File: config.mk
export PLATFORM = sky130hd
export DESIGN_NAME = flit_vc_buffer
export DESIGN_NICKNAME = d
export VERILOG_FILES = /design/src/rtl/flit_vc_buffer.sv
export SDC_FILE = /design/constraint.sdc
export NUM_CORES = 1
export LEC_CHECK = 0
export BUFFER_PORTS_ARGS = -buffer_cell sky130_fd_sc_hd__buf_4
export CAP_MARGIN = 20
export CORE_ASPECT_RATIO = 1.4
export CORE_MARGIN = 4
export CORE_UTILIZATION = 54
export DETAILED_ROUTE_END_ITERATION = 12
export GPL_ROUTABILITY_DRIVEN = 0
export PLACE_DENSITY = 0.71
export SETUP_SLACK_MARGIN = 0.2
export SLEW_MARGIN = 15
export SYNTH_ARGS = -nofsm -noshare
export SYNTH_HDL_FRONTEND = slang
export SYNTH_SLANG_ARGS = --single-unit
File: constraint.sdc
create_clock -name clk -period 13.2 [get_ports clk]
set_clock_uncertainty 0.05 [all_clocks]
set_input_delay 0 -clock clk [delete_from_list [all_inputs] [get_ports clk]]
set_output_delay 0 -clock clk [all_outputs]
set_load 0.02 [all_outputs]
File: src/rtl/flit_vc_buffer.sv
// Multi-VC flit buffer: NUM_VC circular queues of DEPTH flits behind one write port,
// drained through a round-robin first-word-fall-through read port.
module flit_vc_buffer #(
  parameter int FLIT_WIDTH = 128,
  parameter int DEPTH      = 4,
  parameter int NUM_VC     = 2,
  parameter int DROP_CNT_W = 16,
  localparam int VC_W      = (NUM_VC > 1) ? $clog2(NUM_VC) : 1
) (
  input  logic                  clk,
  input  logic                  rst,
  input  logic                  flush,
  input  logic                  in_valid,
  input  logic [VC_W-1:0]       in_vc,
  input  logic [FLIT_WIDTH-1:0] in_flit,
  output logic                  in_ready,
  output logic                  out_valid,
  input  logic                  out_ready,
  output logic [VC_W-1:0]       out_vc,
  output logic [FLIT_WIDTH-1:0] out_flit,
  output logic [2*NUM_VC-1:0]   vc_state,
  output logic                  overflow,
  output logic [DROP_CNT_W-1:0] drop_count
);

  localparam int PTR_W = $clog2(DEPTH);
  localparam int CNT_W = $clog2(DEPTH + 1);
  localparam logic [CNT_W-1:0] DEPTH_C  = CNT_W'(DEPTH);
  localparam logic [VC_W:0]    NUM_VC_C = (VC_W + 1)'(NUM_VC);

  typedef enum logic [1:0] {
    ST_EMPTY    = 2'd0,
    ST_VACANT   = 2'd1,
    ST_FULL     = 2'd2,
    ST_OVERFULL = 2'd3
  } state_t;

  // Flit storage is deliberately left out of reset.
  logic [FLIT_WIDTH-1:0] data_buffer [NUM_VC][DEPTH];

  logic [PTR_W-1:0] push_index [NUM_VC];
  logic [PTR_W-1:0] pop_index  [NUM_VC];
  logic [CNT_W-1:0] count      [NUM_VC];

  logic [VC_W-1:0]       rr_ptr_reg, rr_ptr_next;
  logic                  overflow_reg;
  logic [DROP_CNT_W-1:0] drop_count_reg;

  logic            in_range, push_ok, drop, handshake, sel_found;
  logic [VC_W-1:0] sel_vc;
  logic [PTR_W-1:0] push_slot;
  logic [VC_W:0]   sel_inc;

  assign in_range = {1'b0, in_vc} < NUM_VC_C;

  // Out-of-range VCs never match the loop, so they read as not ready.
  always_comb begin
    in_ready  = 1'b0;
    push_slot = '0;
    for (int v = 0; v < NUM_VC; v++) begin
      if (in_vc == VC_W'(v)) begin
        in_ready  = (count[v] != DEPTH_C);
        push_slot = push_index[v];
      end
    end
  end

  assign push_ok = in_valid & in_ready & in_range & ~flush;
  assign drop    = in_valid & ~(in_ready & in_range) & ~flush;

  always_comb begin
    logic [VC_W:0] idx;
    idx       = '0;
    sel_found = 1'b0;
    sel_vc    = '0;
    for (int k = 0; k < NUM_VC; k++) begin
      idx = {1'b0, rr_ptr_reg} + (VC_W + 1)'(k);
      if (idx >= NUM_VC_C) idx = idx - NUM_VC_C;
      if (!sel_found && count[idx[VC_W-1:0]] != '0) begin
        sel_found = 1'b1;
        sel_vc    = idx[VC_W-1:0];
      end
    end
  end

  assign out_valid = sel_found;
  assign out_vc    = sel_vc;
  assign out_flit  = data_buffer[sel_vc][pop_index[sel_vc]];
  assign handshake = sel_found & out_ready & ~flush;

  assign sel_inc = {1'b0, sel_vc} + (VC_W + 1)'(1);

  always_comb begin
    rr_ptr_next = rr_ptr_reg;
    if (flush) begin
      rr_ptr_next = '0;
    end else if (handshake) begin
      rr_ptr_next = (sel_inc >= NUM_VC_C) ? '0 : sel_inc[VC_W-1:0];
    end
  end

  always_ff @(posedge clk) begin
    if (push_ok) data_buffer[in_vc][push_slot] <= in_flit;
  end

  for (genvar gi = 0; gi < NUM_VC; gi++) begin : g_vc
    logic [PTR_W-1:0] push_index_reg, pop_index_reg;
    logic [CNT_W-1:0] count_reg;
    logic             overfull_reg;
    logic             push_here, pop_here, drop_here;
    state_t           state;

    assign push_here = push_ok && (in_vc == VC_W'(gi));
    assign pop_here  = handshake && (sel_vc == VC_W'(gi));
    assign drop_here = drop && in_range && (in_vc == VC_W'(gi));

    always_ff @(posedge clk or posedge rst) begin
      if (rst) begin
        push_index_reg <= '0;
        pop_index_reg  <= '0;
        count_reg      <= '0;
        overfull_reg   <= 1'b0;
      end else if (flush) begin
        push_index_reg <= '0;
        pop_index_reg  <= '0;
        count_reg      <= '0;
        overfull_reg   <= 1'b0;
      end else begin
        if (push_here) push_index_reg <= push_index_reg + PTR_W'(1);
        if (pop_here)  pop_index_reg  <= pop_index_reg + PTR_W'(1);
        if (push_here && !pop_here)      count_reg <= count_reg + CNT_W'(1);
        else if (pop_here && !push_here) count_reg <= count_reg - CNT_W'(1);
        // A pop always ends the overfull episode, even if a drop lands the same cycle.
        if (pop_here)       overfull_reg <= 1'b0;
        else if (drop_here) overfull_reg <= 1'b1;
      end
    end

    always_comb begin
      state = ST_VACANT;
      if (count_reg == '0)           state = ST_EMPTY;
      else if (count_reg == DEPTH_C) state = overfull_reg ? ST_OVERFULL : ST_FULL;
    end

    assign push_index[gi]       = push_index_reg;
    assign pop_index[gi]        = pop_index_reg;
    assign count[gi]            = count_reg;
    assign vc_state[2*gi +: 2]  = state;
  end

  always_ff @(posedge clk or posedge rst) begin
    if (rst) begin
      rr_ptr_reg     <= '0;
      overflow_reg   <= 1'b0;
      drop_count_reg <= '0;
    end else begin
      rr_ptr_reg   <= rr_ptr_next;
      overflow_reg <= drop;
      if (drop && drop_count_reg != '1) drop_count_reg <= drop_count_reg + DROP_CNT_W'(1);
    end
  end

  assign overflow   = overflow_reg;
  assign drop_count = drop_count_reg;

endmodule

## Word level (Yosys, flattened, before mapping)

Memory sizes are Yosys's and may differ from the RTL's.
Index checks and enable logic that the tools add are counted.

| cells by class | value |
|---|---|
| shifts and indexed selects | 0 |
| muxes and demuxes | 53 |
| bitwise logic cells | 15 |
| reductions and logical operators | 31 |
| equality and inequality tests | 5 |
| $add $sub $neg | 13 |
| divide/modulo/power cells | 0 |
| multipliers | 0 |
| magnitude comparators | 9 |

Operators by type and width:

| kind | count |
|---|---|
| $mux W512 | 1 |
| $mux W128 | 3 |
| $bmux W128 S2 | 1 |
| $demux W128 S2 | 1 |
| $mux W3 | 12 |
| $mux W2 | 16 |
| $mux W1 | 19 |
| $reduce_bool A3 Y1 | 6 |
| $add A16 B1 Y16 const B | 1 |
| $ne A16 B16 Y1 const B | 1 |
| $logic_and A1 B1 Y1 | 13 |
| $ge A2 B2 Y1 const B | 5 |
| $reduce_bool A2 Y1 | 5 |
| $add A2 B1 Y2 const B | 4 |
| $add A3 B1 Y3 const B | 2 |
| $and A1 B1 Y1 | 6 |
| $eq A3 B3 Y1 const B | 2 |
| $ge A3 B3 Y1 const B | 2 |
| $logic_not A3 Y1 | 2 |
| $ne A3 B3 Y1 const B | 2 |
| $not A1 Y2 | 3 |
| $not A2 Y3 | 2 |
| $sub A3 B1 Y3 const B | 2 |
| $logic_not A1 Y1 | 5 |
| other kinds (5) | 10 |

| storage, ports and cells | value |
|---|---|
| bits in registers | 34 |
| memories | 1 |
| bits in latches | 0 |
| memory bits (read-only) | 0 |
| output and inout port bits | 152 |
| word-level logic and storage cells | 138 |
| memory bits (writable) | 1024 |
| input bits | 134 |

Memories:

| memory | depth | width | read ports | clocked after Yosys merged registers in | wr ports | line | text |
|---|---|---|---|---|---|---|---|
| data_buffer | 2 | 512 | 1 | 0 | 1 | 39 | `logic [FLIT_WIDTH-1:0] data_buffer [NUM_VC][DEPTH];` |

## Depth between registers and ports, before layout

| logic depth | value |
|---|---|
| depth in word-level cells | 19 |
| gate-level depth with buffers | 8 |
| mapped depth without buffers | 8 |

## Least setup slack after synthesis

Ideal clock, no wire load.

| timing path | value |
|---|---|
| kind | reg-to-reg |
| start | reg g_vc[1].count_reg[2] |
| end | mem data_buffer[1][384] (netlist bit), enable pin |
| setup time | 929 ps |
| data required time | 12221 ps |
| period minus slack after synthesis | 13771 ps |
| slack | -571 ps |
| arrival time | 12792 ps |
| cell stages (with the launch flop) | 4 |
| path buffers | 0 |
| path through | dfrtp_1 or3b_1 inv_2 nor4_1 |

| on the way | value |
|---|---|
| longest elaborated chain between the ends | 6 |

RTL lines:

| item | line | text |
|---|---|---|
| from (decl) | 108 | `logic [CNT_W-1:0] count_reg;` |
| from (signal assigned) | 131 | `if (push_here && !pop_here) count_reg <= count_reg + CNT_W'(1);` |
| from (signal assigned) | 132 | `else if (pop_here && !push_here) count_reg <= count_reg - CNT_W'(1);` |
| $ne A3 B3 Y1 | 62 | `in_ready = (count[v] != DEPTH_C);` |
| $mux W1 | 61 | `if (in_vc == VC_W'(v)) begin` |
| $and A1 B1 Y1 (2 in series) | 68 | `assign push_ok = in_valid & in_ready & in_range & ~flush;` |
| $mux W1 | 103 | `if (push_ok) data_buffer[in_vc][push_slot] <= in_flit;` |
| $mux W512 (not written as such) | 103 |  |
| to (decl) | 39 |  |

No other way between the ends.

## Worst setup path in the final report

| timing path | value |
|---|---|
| start | reg g_vc[0].pop_index_reg[0] |
| end | out out_flit[63] |

| on the way | value |
|---|---|
| longest elaborated chain between the ends | 7 |

RTL lines:

| item | line | text |
|---|---|---|
| from (decl) | 107 | `logic [PTR_W-1:0] push_index_reg, pop_index_reg;` |
| from (signal assigned) | 130 | `if (pop_here) pop_index_reg <= pop_index_reg + PTR_W'(1);` |
| $mux W2 (not written as such) (3 in series) | 88 | `assign out_flit = data_buffer[sel_vc][pop_index[sel_vc]];` |
| $not A2 Y3 (not written as such) | 88 |  |
| $bmux W128 S2 | 88 |  |
| $mux W128 (not written as such) (2 in series) | 88 |  |
| to (decl) | 20 | `output logic [FLIT_WIDTH-1:0] out_flit,` |

No other way between the ends. The select of a mux whose other input is x is not followed.

==> impl_metrics.csv <==
group,metric,value,unit
hold_path,hold_class,"in2reg",
clocking,clk_latency,640,ps
timing,worst_slew_pin_slew,1080,ps
critical_path,worstSetupEndpointType,"output pin",
clocking,cts_tree,"done",
power,p_seq_frac,0.416,
die,die_h,331,microns
critical_path,critical_path_class,"reg2out",
finish,final_area,0.0481,sq mm
detailed_routing,drt-pass1-iter-count,7,
timing,min_period,4380,ps
finish,largest_reg_flops,1024,
global_route,grt_pass1_vias,20698,
global_route,grt_pass1_wl,130000,microns
timing,grt_setup_unrepaired,"no",
power,vdd_drop_max,0.000153,V
finish,drive_above_1_share,0.391,
critical_path,worstRegToRegCells,6,
finish,final_cells,3201,
yosys,synth_async_sr_flop_share,0.0321,
die,die_w,239,microns
power,pwr-share-clk,0.301,
yosys,syn_nets,1812,
critical_path,crit_path_max_fanout,40,
power,leakage,15.7,nW
yosys,synthesis.area,0.0402,sq mm
yosys,synth.most_common_cell,"edfxtp_1",
timing,tns,0,ps
critical_path,reg2reg_to,"data_buffer[0][462]$_DFFE_PP_",
yosys,synth-seq-area-share,0.786,
yosys,synth_top_cells_by_count,"1024 x edfxtp_1, 256 x mux4_2, 132 x mux2_2",
yosys,synth-main-ff-cell,"edfxtp_1",
timing,fin_ws,8820,ps
yosys,synth_cell_types,52,
critical_path,cp-start-kind,"register",
timing,finalCritPeriodShare,0.332,
detailed_routing,vias,18903,
place,dp.final_hpwl,47200,microns
critical_path,cp_common_cell,"buf_4",
global_route,grt_usage,0.220,
die,core,0.0740,sq mm
finish,finish.utilization,0.651,
timing,setup_viol,0,
clocking,cts_sinks,1058,
timing,maxSlewViolCount,0,
global_route,grt-ovfl-total,0,
finish,multi_input_area,0.00829,sq mm
die,die-area,0.0790,sq mm
detailed_routing,route.detailed.drc,0,
yosys,synth_seq_cells,1058,
clocking,ctsHtreeMaxLevel,3,
hold_path,hold_path_depth,2,
die,rows,118,
die,pin_count,286,
yosys,syn_inst,1675,
clocking,cts_buffers,96,
critical_path,cp_slowest_stage_delay,990,ps
power,power.switching,2.67,mW
finish,nNetsFinal,2292,
critical_path,crit_slowest_cell,"dfrtp_4",
finish,area.sequential,0.0316,sq mm
yosys,synth_top_cell_by_area,"edfxtp_1",
hold_path,hold_end,"data_buffer[0][91]$_DFFE_PP_",
yosys,ys_top_cells_by_area,"edfxtp_1 76%, mux4_2 14%, mux2_2 3.7%",
clocking,cts-root-buf,"clkbuf_16",
detailed_routing,routed_wl,85400,microns
yosys,avgSynthCellArea,24.0,sq um
die,start_util,0.544,
critical_path,crit_arrival,4330,ps
yosys,synthDominantCellAreaShare,0.765,
outcome,status,"finished, final reports clean",
detailed_routing,viasPerCell,5.91,
clocking,clkTransAtPathRegs,70,ps
power,p_per_area,194,mW/mm^2
clocking,clockBufferDepth,3,
place,dpl-instance-area,0.0436,sq mm
place,post-place-ws,8680,ps
timing,max_freq,229,MHz
hold_path,hp-start,"in_flit[91]",
global_route,grt_max_degree,59,
detailed_routing,drt-initial-drc-count,1389,
power,pwr-share-comb,0.283,
global_route,grt_antenna_before_repair,9,
critical_path,rrSetupSlack,9090,ps
critical_path,r2r-start,"g_vc[0].count_reg[2]$_DFFE_PP0P_",
clocking,post_cts_buffers,0,
critical_path,cp.required,13150,ps
detailed_routing,drt-wirelength-per-cell,26.7,microns
power,internal_power,6.68,mW
place,placed_cells,2881,
detailed_routing,drtAntennaViolNets,0,
timing,relSlewSlack,0.281,
place,io_buffers,285,
finish,fill_cells,4776,
critical_path,crit_path_cell_trace,"buf_4 -> buf_4 -> mux4_2 -> mux2_2 -> buf_4",
finish,syn_to_final_growth,19.7,%
yosys,synth-edff-count,1024,
yosys,yosys_warnings,0,
run,drv_cap,0,
power,swShare,0.285,
timing,hold_violations,0,
critical path: cells and delay by family (launching register included):
| family | cells | cell delay, ps |
|---|---|---|
| buf+inv | 3 | 1710 |
| flops | 1 | 990 |
| mux | 2 | 910 |
power by group through the flow:
stage / Combinational [mW] / Clock (mW) / Sequential (mW)
2_1_floorplan: 1.74 / 0 / 3.91
3_3_place_gp: 2.63 / 0 / 3.96
3_5_place_dp: 2.65 / 0 / 3.97
4_1_cts: 2.70 / 2.87 / 3.90
5_1_grt: 2.80 / 3.01 / 3.91
6_report: 2.65 / 2.81 / 3.89
kinds of logic after synthesis:
| kind of cell | Yosys count | synth area share |
|---|---|---|
| flops | 1058 | 0.786 |
| fa+ha+maj | 3 | 0.00131 |
| simple gates | 93 | 0.0135 |
| buf+inv | 87 | 0.00955 |
| xor+xnor | 20 | 0.00436 |
| mux | 389 | 0.181 |
| compound gates | 25 | 0.00479 |
placed cells by master, fill, tap and decap left out, drive strengths merged, types with 4 or more instances in the layout:
| cell | synthesis | layout |
|---|---|---|
| buf | 39 | 320 |
| mux2 | 132 | 132 |
| or3 | 4 | 4 |
| nor4 | 6 | 6 |
| nor2 | 22 | 22 |
| nand3 | 10 | 10 |
| nor4b | 4 | 4 |
| edfxtp | 1024 | 1024 |
| a21oi | 5 | 5 |
| nand2 | 12 | 12 |
| o21ai | 5 | 5 |
| clkbuf | 35 | 110 |
| xor2 | 12 | 12 |
| bufinv | 0 | 14 |
| clkinv | 2 | 50 |
| xnor2 | 8 | 8 |
| dlygate4sd3 | 0 | 136 |
| mux4 | 256 | 256 |
| nor3 | 10 | 10 |
| diode | 0 | 8 |
| dfrtp | 34 | 34 |
| nand4 | 7 | 7 |
| inv | 11 | 13 |
repair_timing:
item                       CTS  global route
hold endpoints to repair  1075             0
hold buffers               136             0
gates resized for setup      0             0
cell type report:
| class | count | area share |
|---|---|---|
| Clock inverter | 66 | 0.0143 |
| Timing Repair Buffer | 456 | 0.0782 |
| Multi-Input combinational cell | 530 | 0.172 |
| Tap cell | 960 | 0.0250 |
| Clock buffer | 110 | 0.0519 |
| Inverter | 13 | 0.00122 |
| Antenna cell | 8 | 0.000416 |
| Sequential cell | 1058 | 0.657 |
per-layer routing:
metal	up-vias	part of all wire	routed length (microns)	global-route usage
li1	8091	-	-	-
met1	10105	0.39	33100	0.285
met2	581	0.53	45300	0.382
met3	122	0.057	4900	0.0401
met4	4	0.025	2150	0.0701
met5	-	0.00032	27	0
worst max-delay path by stage:
stage                                    startpoint                       endpoint
2_1_floorplan      g_vc[0].count_reg[2]$_DFFE_PP0P_  data_buffer[0][256]$_DFFE_PP_
3_3_place_gp                                  flush  data_buffer[0][394]$_DFFE_PP_
3_5_place_dp                                  flush  data_buffer[0][464]$_DFFE_PP_
4_1_cts        g_vc[0].pop_index_reg[0]$_DFFE_PP0P_                  out_flit[126]
5_1_grt        g_vc[0].pop_index_reg[0]$_DFFE_PP0P_                  out_flit[126]
6_report       g_vc[0].pop_index_reg[0]$_DFFE_PP0P_                   out_flit[63]
metrics by stage:
step	power [mW]	hold slack, ps
after floorplan	5.64	48.9
final	9.35	77.8
after CTS	9.47	32.4
after detailed placement	6.62	92.5
after global routing	9.73	74.9
after global placement	6.59	78.2
(Power assumes the default switching activity.)
